## config.mk

```make
export PLATFORM = sky130hd
export DESIGN_NAME = oven_control
export DESIGN_NICKNAME = d
export VERILOG_FILES = /design/src/rtl/oven_pkg.sv /design/src/rtl/tick_prescaler.sv /design/src/rtl/oven_control.sv
export SDC_FILE = /design/constraint.sdc
export NUM_CORES = 1
export LEC_CHECK = 0
export CORE_ASPECT_RATIO = 0.5
export CORE_UTILIZATION = 50
export CTS_CLUSTER_DIAMETER = 150
export DETAILED_ROUTE_END_ITERATION = 16
export PLACE_DENSITY = 0.71
export SYNTH_ARGS = -nofsm -noshare
export SYNTH_HDL_FRONTEND = slang
export SYNTH_SLANG_ARGS = --single-unit
export TNS_END_PERCENT = 20
```

## constraint.sdc

```tcl
create_clock -name clk -period 2.65 [get_ports clk]
set_input_delay 0.265 -clock clk [delete_from_list [all_inputs] [get_ports clk]]
set_output_delay 0.265 -clock clk [all_outputs]
set_load 0.05 [all_outputs]
```

## src/rtl/oven_pkg.sv

```systemverilog
// oven_pkg: state encoding and keypad / quick-start constants shared by oven_control.
// The QS_LOAD states exist only when OVEN_QUICK_START_EN is defined.
package oven_pkg;

    typedef enum logic [2:0] {
        IDLE     = 3'd0,
        ENTRY    = 3'd1,
        COOKING  = 3'd2,
        PAUSED   = 3'd3,
        DONE     = 3'd4
`ifdef OVEN_QUICK_START_EN
        ,
        QS_LOAD1 = 3'd5,
        QS_LOAD0 = 3'd6
`endif
    } oven_state_e;

    localparam logic [3:0] KEY_DIGIT_MAX = 4'd9;
    localparam logic [3:0] QS_DIGIT1     = 4'd3;
    localparam logic [3:0] QS_DIGIT0     = 4'd0;

    function automatic logic isDigit(input logic [3:0] code);
        return code <= KEY_DIGIT_MAX;
    endfunction

endpackage

```

## src/rtl/tick_prescaler.sv

```systemverilog
// tick_prescaler: modulo-TICK_DIV counter that emits one tick per TICK_DIV running cycles.
// Holds its count while run is low; restart forces the count back to zero.
module tick_prescaler #(
    parameter int TICK_DIV = 100
) (
    input  logic clk,
    input  logic clrn,
    input  logic run,
    input  logic restart,
    output logic tick
);

    localparam logic [15:0] TICK_LAST = 16'(TICK_DIV - 1);

    logic [15:0] cnt_q;
    logic [15:0] cnt_d;

    assign tick = run && (cnt_q == TICK_LAST);

    always_comb begin
        cnt_d = cnt_q;
        if (restart) begin
            cnt_d = '0;
        end else if (run) begin
            cnt_d = tick ? '0 : cnt_q + 16'd1;
        end
    end

    always_ff @(posedge clk or negedge clrn) begin
        if (!clrn) begin
            cnt_q <= '0;
        end else begin
            cnt_q <= cnt_d;
        end
    end

endmodule

```

## src/rtl/oven_control.sv

```systemverilog
// oven_control: microwave main sequencer driving the countdown timer, magnetron and beeper.
// Define OVEN_QUICK_START_EN to make start in IDLE load a 30 s cook and run it.
module oven_control
    import oven_pkg::*;
#(
    parameter int TICK_DIV    = 100,
    parameter int BEEP_CYCLES = 50,
    parameter int DIGIT_MAX   = 3
) (
    input  logic       clk,
    input  logic       clrn,
    input  logic [3:0] key_data,
    input  logic       key_strobe,
    input  logic       startn,
    input  logic       stopn,
    input  logic       door_closed,
    input  logic       timer_zero,
    output logic [3:0] timer_data,
    output logic       timer_loadn,
    output logic       timer_clrn,
    output logic       timer_en,
    output logic       mag_on,
    output logic       beep,
    output logic       busy
);

    localparam int                 DIGIT_W     = $clog2(DIGIT_MAX + 1);
    localparam logic [DIGIT_W-1:0] DIGIT_LIMIT = DIGIT_W'(DIGIT_MAX);
    localparam logic [15:0]        BEEP_LAST   = 16'(BEEP_CYCLES - 1);

    oven_state_e        state_q, state_d;
    logic               keyHist_q, startHist_q, stopHist_q;
    logic [DIGIT_W-1:0] digitCnt_q, digitCnt_d;
    logic [15:0]        beepCnt_q, beepCnt_d;
    logic [3:0]         timerData_q, timerData_d;
    logic               timerLoadn_q, timerLoadn_d;
    logic               timerClrn_q, timerClrn_d;
    logic               timerEn_q, timerEn_d;
    logic               magOn_q, magOn_d;
    logic               beep_q, beep_d;
    logic               busy_q, busy_d;

    logic keyDigit, startFall, stopFall, doorOpen;
    logic prescRun, prescRestart, prescTick;

    assign keyDigit  = key_strobe && !keyHist_q && isDigit(key_data);
    assign startFall = !startn && startHist_q;
    assign stopFall  = !stopn && stopHist_q;
    assign doorOpen  = !door_closed;

    // The prescaler only advances while cooking continues; any entry into COOKING restarts it.
    assign prescRun     = (state_q == COOKING) && (state_d == COOKING);
    assign prescRestart = (state_q != COOKING) && (state_d == COOKING);

    tick_prescaler #(
        .TICK_DIV(TICK_DIV)
    ) u_prescaler (
        .clk    (clk),
        .clrn   (clrn),
        .run    (prescRun),
        .restart(prescRestart),
        .tick   (prescTick)
    );

    always_comb begin
        state_d      = state_q;
        digitCnt_d   = digitCnt_q;
        beepCnt_d    = beepCnt_q;
        timerData_d  = timerData_q;
        timerLoadn_d = 1'b1;
        timerClrn_d  = 1'b1;
        case (state_q)
            IDLE: begin
`ifdef OVEN_QUICK_START_EN
                if (startFall && door_closed) begin
                    state_d      = QS_LOAD1;
                    timerLoadn_d = 1'b0;
                    timerData_d  = QS_DIGIT1;
                end else
`endif
                if (keyDigit) begin
                    state_d      = ENTRY;
                    timerLoadn_d = 1'b0;
                    timerData_d  = key_data;
                    digitCnt_d   = digitCnt_q + DIGIT_W'(1);
                end
            end
            ENTRY: begin
                if (stopFall) begin
                    state_d     = IDLE;
                    timerClrn_d = 1'b0;
                end else if (startFall && door_closed && !timer_zero) begin
                    state_d = COOKING;
                end else if (keyDigit && (digitCnt_q < DIGIT_LIMIT)) begin
                    timerLoadn_d = 1'b0;
                    timerData_d  = key_data;
                    digitCnt_d   = digitCnt_q + DIGIT_W'(1);
                end
            end
            COOKING: begin
                if (stopFall || doorOpen) begin
                    state_d = PAUSED;
                end else if (timer_zero) begin
                    state_d   = DONE;
                    beepCnt_d = '0;
                end
            end
            PAUSED: begin
                if (stopFall) begin
                    state_d     = IDLE;
                    timerClrn_d = 1'b0;
                end else if (startFall && door_closed) begin
                    state_d = COOKING;
                end
            end
            DONE: begin
                if (stopFall || doorOpen || (beepCnt_q == BEEP_LAST)) begin
                    state_d = IDLE;
                end else begin
                    beepCnt_d = beepCnt_q + 16'd1;
                end
            end
`ifdef OVEN_QUICK_START_EN
            QS_LOAD1: begin
                if (stopFall || doorOpen) begin
                    state_d     = IDLE;
                    timerClrn_d = 1'b0;
                end else begin
                    state_d      = QS_LOAD0;
                    timerLoadn_d = 1'b0;
                    timerData_d  = QS_DIGIT0;
                end
            end
            QS_LOAD0: begin
                if (stopFall || doorOpen) begin
                    state_d     = IDLE;
                    timerClrn_d = 1'b0;
                end else begin
                    state_d = COOKING;
                end
            end
`endif
            default: state_d = IDLE;
        endcase
        if (state_d == IDLE) begin
            digitCnt_d = '0;
        end
    end

    // Outputs decode the next state so they change on the same edge as the state.
    assign timerEn_d = prescTick;
    assign magOn_d   = (state_d == COOKING);
    assign beep_d    = (state_d == DONE);
    assign busy_d    = (state_d != IDLE);

    always_ff @(posedge clk or negedge clrn) begin
        if (!clrn) begin
            state_q      <= IDLE;
            keyHist_q    <= 1'b0;
            startHist_q  <= 1'b1;
            stopHist_q   <= 1'b1;
            digitCnt_q   <= '0;
            beepCnt_q    <= '0;
            timerData_q  <= 4'd0;
            timerLoadn_q <= 1'b1;
            timerClrn_q  <= 1'b1;
            timerEn_q    <= 1'b0;
            magOn_q      <= 1'b0;
            beep_q       <= 1'b0;
            busy_q       <= 1'b0;
        end else begin
            state_q      <= state_d;
            keyHist_q    <= key_strobe;
            startHist_q  <= startn;
            stopHist_q   <= stopn;
            digitCnt_q   <= digitCnt_d;
            beepCnt_q    <= beepCnt_d;
            timerData_q  <= timerData_d;
            timerLoadn_q <= timerLoadn_d;
            timerClrn_q  <= timerClrn_d;
            timerEn_q    <= timerEn_d;
            magOn_q      <= magOn_d;
            beep_q       <= beep_d;
            busy_q       <= busy_d;
        end
    end

    assign timer_data  = timerData_q;
    assign timer_loadn = timerLoadn_q;
    assign timer_clrn  = timerClrn_q;
    assign timer_en    = timerEn_q;
    assign mag_on      = magOn_q;
    assign beep        = beep_q;
    assign busy        = busy_q;

endmodule

```

==> results of run 1 <==
## worst min-delay path by stage
stage	to	slack, ns	depth (start not counted)
3_5_place_dp	u_prescaler.cnt_q[11]	0.32	1
5_1_grt	stopHist_q	0.40	1
6_report	stopHist_q	0.40	1
3_3_place_gp	u_prescaler.cnt_q[11]	0.32	1
4_1_cts	stopHist_q	0.40	1
2_1_floorplan	beep	-0.03	0
## worst reg2reg max path, stage by stage, from the launching register on
cell and delay [ns]:
dfrtp_1 0.48, nor3b_2 0.36, a31oi_1 0.11, o221ai_2 0.28
o311ai_2 0.15, buf_4 0.22, or2_4 0.27, o31ai_1 0.22
## per-stage QoR
stage	worst slack, ns	util, %	power [mW]	cell area (um^2)	hold slack, ns
floorplan	0.815	-	1.39	2450	-0.0306
global placement	0.371	60.0	1.58	2730	0.316
detailed placement	0.230	60.0	1.61	2730	0.325
CTS	0.484	62.1	2.04	2830	0.398
global route	0.303	62.1	2.13	2830	0.396
finish	0.466	62.1	2.01	2830	0.401
## synth_stat cells, drive strengths merged (5+ instances only)
library cell	number	area share, %
mux2	6	2.8
nor2	32	5.0
xor2	10	3.6
dfrtp	46	47
a21oi	8	1.6
nand4	10	2.6
and4	5	1.8
nand3	12	2.5
and3	8	2.0
o31ai	5	1.5
o21ai	31	6.5
nand2	14	2.1
inv	5	0.77
and2	7	1.8
## flip-flops by register name (all words and copies together) (netlist names), 2 cells and up
signal             flops
digitCnt_q             2
beepCnt_q             16
state_q                3
timer_data             4
u_prescaler.cnt_q     16
## area by class of cell
cell class	count	area share [%]
sequential	50	44.5
multi-input combinational	187	40.7
timing repair buffer	25	8.33
tap	66	2.92
clock buffer	6	2.57
inverter	5	0.664
clock inverter	2	0.354
## kinds of logic after synthesis
logic type | after synthesis
buf+inv | 11
mux | 7
simple gates | 112
compound gates | 51
xor+xnor | 13
fa+ha+maj | 4
flops | 50
## power breakdown
part | switching, mW | internal [mW]
Clock | 0.239 | 0.183
Sequential | 0.0776 | 0.865
Combinational | 0.404 | 0.245
## layer usage
metal / vias up / global-route usage (%)
met5: - / 0
met4: 0 / 3.62
met3: 2 / 4.44
met2: 17 / 36.6
met1: 940 / 27.2
li1: 948 / -
## timing repair
| action | 4_1_cts | 5_1_grt |
|---|---|---|
| hold buffers | 1 | 0 |
| hold endpoints to repair | 4 | 0 |
| buffers inserted | 0 | 0 |
==> flow_metrics.tcl, run 1 <==
set metrics [dict create \
    r2r_slack_ns 0.47 \
    grt_setup_unrepaired "false" \
    r2r-end "u_prescaler.cnt_q[3]" \
    final_cell_mix "dfrtp_1, nor2_1, o21ai_0" \
    clock_path_buffers 2 \
    critPathCapture "u_prescaler.cnt_q[3]" \
    final_hold_viol_count 0 \
    finalNonFillerCells 341 \
    grt_max_degree 30 \
    nets 289 \
    async_flop_share_pct 100 \
    ys_types 41 \
    seq_area_frac_synth_pct 51.3 \
    track_usage_pct 20.8 \
    antenna_found_initial 0 \
    critical_path_buf_inv_count 1 \
    syn2layout_area_growth_pct 15.3 \
    timing.fmax_mhz 458 \
    critPathLaunch "state_q[1]" \
    synth_warnings 0 \
    routed_wl_um 4770 \
    path_cells "nor3b_2, a31oi_1, o221ai_2, o311ai_2, buf_4, or2_4, o31ai_1" \
    grt_pass1_vias 1865 \
    io_buffers 20 \
    final.period_utilization_pct 82.4 \
    r2r_start "state_q[1]" \
    ant_nets 0 \
    finalSetupViolCount 0 \
    powerDensity_nw_per_um2 713 \
    crit_family "compound AO/OA/AOI/OAI gates" \
    netlist_instances 248 \
    cts_buffers 5 \
    cts.htree.levels 2 \
    place_congestion 0.866 \
    final-seq-area_um2 1260 \
    peakVddDrop_uv 319 \
    startpoint_type "flip-flop" \
    ios 21 \
    root_buffer "clkbuf_8" \
    skew_ns 0.00762 \
    crit_path_end_kind "flip-flop" \
    hold_start "stopn" \
    drc 0 \
    crit_type "flip-flop to flip-flop" \
    synthXorXnorAreaFrac_pct 4.65 \
    synth-seq-cells 50 \
    maxCapViolCount 0 \
    antenna_cells 0 \
    path_max_fanout 19 \
    cp.arrival_ns 2.38 \
    via_per_inst 5.59 \
    drive_gt1_share_pct 10.9 \
    cp_slowest_cell "dfrtp_1" \
    clkLatencyLatePin_ns 0.29 \
    leakage_nw 1.25 \
    cp.required_ns 2.85 \
    routed.top_layer "met4" \
    wl_met1_um 2300 \
    report.final.slew_viol_count 0 \
    dp_hpwl_um 3430 \
    layout_min_cycle_time_ns 2.18 \
    synth_edf_count 0 \
    synth-compound-area-share_pct 12.2 \
    avgSynthCellArea_um2 9.88 \
    first_iter_violations 61 \
    die_h_um 51.5 \
    multi_input_area_um2 1150 \
    dr_wl_met2_um 2330 \
    hp-class "primary input to flip-flop" \
    synth_nets 263 \
    rr_worst_depth 7 \
    syn_area_um2 2450 \
    cp.depth 7 \
    relSlewSlack_pct 45.3 \
    tightest_slew_ns 0.814 \
    vias 1907 \
    synth_fa_ha_area_share_pct 2.04 \
    core_region_area_um2 4550 \
    wl_per_cell_um 14.0 \
    grt_overflow 0 \
    fp.dieArea_um2 5200 \
    ys_dominant_reg_cell "dfrtp_1" \
    synthMuxAreaShare_pct 3.17 \
    path_clk_slew_ns 0.09 \
    final_common_cell "dfrtp_1" \
    status "completed" \
    critPathMaxStageDelay_ns 0.48 \
    grt_pass1_wl_um 8360 \
    synth_top_family_by_area "simple AND/OR/NAND/NOR gates" \
    yosys.area_share.simple_pct 24.9 \
    drt-pass1-iter-count 4 \
    rows 17 \
    dp_cells 332 \
    route.met3.wl_um 118 \
    die_x_um 101 \
    ctsResizeCount 0 \
    cts.sinks 50 \
    num-fill-cells 416 \
    setup_tns_ns 0 \
    cts_tree "done" \
    start_util_pct 53.8 \
]
Power figures use the tool's default switching activity.
==> run 2: changes to the inputs <==
--- a/config.mk
+++ b/config.mk
@@ -9,7 +9,7 @@
 export CORE_UTILIZATION = 50
 export CTS_CLUSTER_DIAMETER = 150
 export DETAILED_ROUTE_END_ITERATION = 16
-export PLACE_DENSITY = 0.71
+export PLACE_DENSITY = 0.73
 export SYNTH_ARGS = -nofsm -noshare
 export SYNTH_HDL_FRONTEND = slang
 export SYNTH_SLANG_ARGS = --single-unit
==> constraint.sdc (replaced) <==
create_clock -name clk -period 1.9 [get_ports clk]
set_input_delay 0.19 -clock clk [delete_from_list [all_inputs] [get_ports clk]]
set_output_delay 0.19 -clock clk [all_outputs]
set_load 0.05 [all_outputs]
==> run 2 against run 1 <==
  * Combinational power grew 77%
  * Utilization rose by 7.9 points
  * Clock power rose by 50%
==> flow_metrics.tcl, run 2 (synthesis results as in run 1) <==
set metrics [dict create \
    tightest_slew_ns 0.627 \
    powerDensity_nw_per_um2 974 \
    grt_pass1_vias 1981 \
    layout_min_cycle_time_ns 1.84 \
    report.final.slew_viol_count 0 \
    final.period_utilization_pct 97.0 \
    drive_gt1_share_pct 26.6 \
    path_cells "nor4bb_4, nand4_1, and2_4, and3_1, buf_4, mux2_2" \
    grt_setup_unrepaired "true" \
    timing.fmax_mhz 542 \
    cts_tree "done" \
    die_h_um 51.5 \
    crit_path_end_kind "flip-flop" \
    final_cell_mix "dfrtp_1, buf_4, nor2_1" \
    dpl_cell_area_um2 2940 \
    cts_buffers 5 \
    start_util_pct 53.8 \
    track_usage_pct 22.9 \
    vias 2081 \
    drt-pass1-iter-count 4 \
    via_per_inst 5.61 \
    nets 319 \
    peakVddDrop_uv 537 \
    ios 21 \
    startpoint_type "flip-flop" \
    grt_pass1_wl_um 9050 \
    drc 0 \
    first_iter_violations 120 \
    setup_tns_ns 0 \
    rows 17 \
    cts.sinks 50 \
    path_clk_slew_ns 0.09 \
    root_buffer "clkbuf_8" \
    finalSetupViolCount 0 \
    die_x_um 101 \
    syn2layout_area_growth_pct 29.9 \
    hp-class "primary input to flip-flop" \
    fp.dieArea_um2 5200 \
    fin_area_um2 3180 \
    antenna_found_initial 0 \
    antenna_cells 0 \
    cp_slowest_cell "dfrtp_2" \
    status "completed" \
    wl_per_cell_um 14.4 \
    relSlewSlack_pct 58.2 \
    cts.htree.levels 2 \
    io_buffers 20 \
    place_congestion 0.913 \
    grt_max_degree 51 \
    skew_ns 0.00726 \
    maxCapViolCount 0 \
    critPathMaxStageDelay_ns 0.46 \
    core_region_area_um2 4550 \
    grt_overflow 0 \
    final_common_cell "dfrtp_1" \
    final_hold_viol_count 0 \
    final_util_pct 69.9 \
    cp.arrival_ns 2.04 \
    ant_nets 0 \
    path_max_fanout 6 \
    routed_wl_um 5350 \
    cp.required_ns 2.10 \
    clkLatencyLatePin_ns 0.30 \
    crit_type "flip-flop to flip-flop" \
    leakage_nw 1.42 \
    dp_hpwl_um 3750 \
    clock_path_buffers 2 \
]
## run 2: changes by cell type in the layout (fill, tap and decap cells not counted), sizes merged
cell | previous run | this run
clkbuf | 6 | 7
clkinv | 2 | 1
buf | 5 | 35
## run 2: metal layers
metal,wire (um),GRT usage [%]
met1,2420,29.2
met2,2690,40.3
met3,168,5.24
met4,76,5.80
met5,0,0
## run 2: final cells by class
type / instances / area [um^2]
sequential: 50 / 1260
inverter: 5 / 18.8
multi-input combinational: 187 / 1270
clock inverter: 1 / 5.00
timing repair buffer: 55 / 464
fill: 354 / 1370
tap: 66 / 82.6
clock buffer: 7 / 86.3
## run 2: metrics by stage
step / setup slack [ns] / total power [mW] / hold slack [ns] / instances
2_1_floorplan: 0.0652 / 1.94 / -0.106 / 248
3_3_place_gp: -0.100 / 2.34 / 0.323 / 360
5_1_grt: -0.0391 / 3.27 / 0.295 / 371
3_5_place_dp: -0.199 / 2.38 / 0.329 / 360
6_report: 0.0561 / 3.10 / 0.305 / 371
4_1_cts: 0.00101 / 3.02 / 0.296 / 369
## run 2: where the power goes
part	internal (mW)	total [mW]	switching, mW
combinational	0.513	1.15	0.639
clock	0.294	0.632	0.338
sequential	1.21	1.32	0.107
total	2.02	3.10	1.08
## run 2: critical path, delay by kind of cell (launching register included)
family / cells / cell delay [ns]
multiplexers: 1 / 0.26
flip-flops: 1 / 0.46
AND/OR/NAND/NOR: 4 / 0.86
buffers and inverters: 1 / 0.16
## run 2: final timing paths
path,from,to,slack (ns),cells past startpoint
min in group asynchronous,clrn,u_prescaler.cnt_q[11],0.50,3
max reg2reg,u_prescaler.cnt_q[9],u_prescaler.cnt_q[0],0.06,6
max,u_prescaler.cnt_q[9],u_prescaler.cnt_q[0],0.06,6
max in group asynchronous,clrn,state_q[0],0.92,3
min reg2reg,timer_data[0],timer_data[0],0.51,1
min,stopn,stopHist_q,0.31,1
## run 2: repair_timing
action	4_1_cts	5_1_grt
hold endpoints to repair	14	0
resized for setup	1	31
pin swaps	0	5
setup endpoints to repair	1	27
setup buffers	0	2
hold buffers	1	0
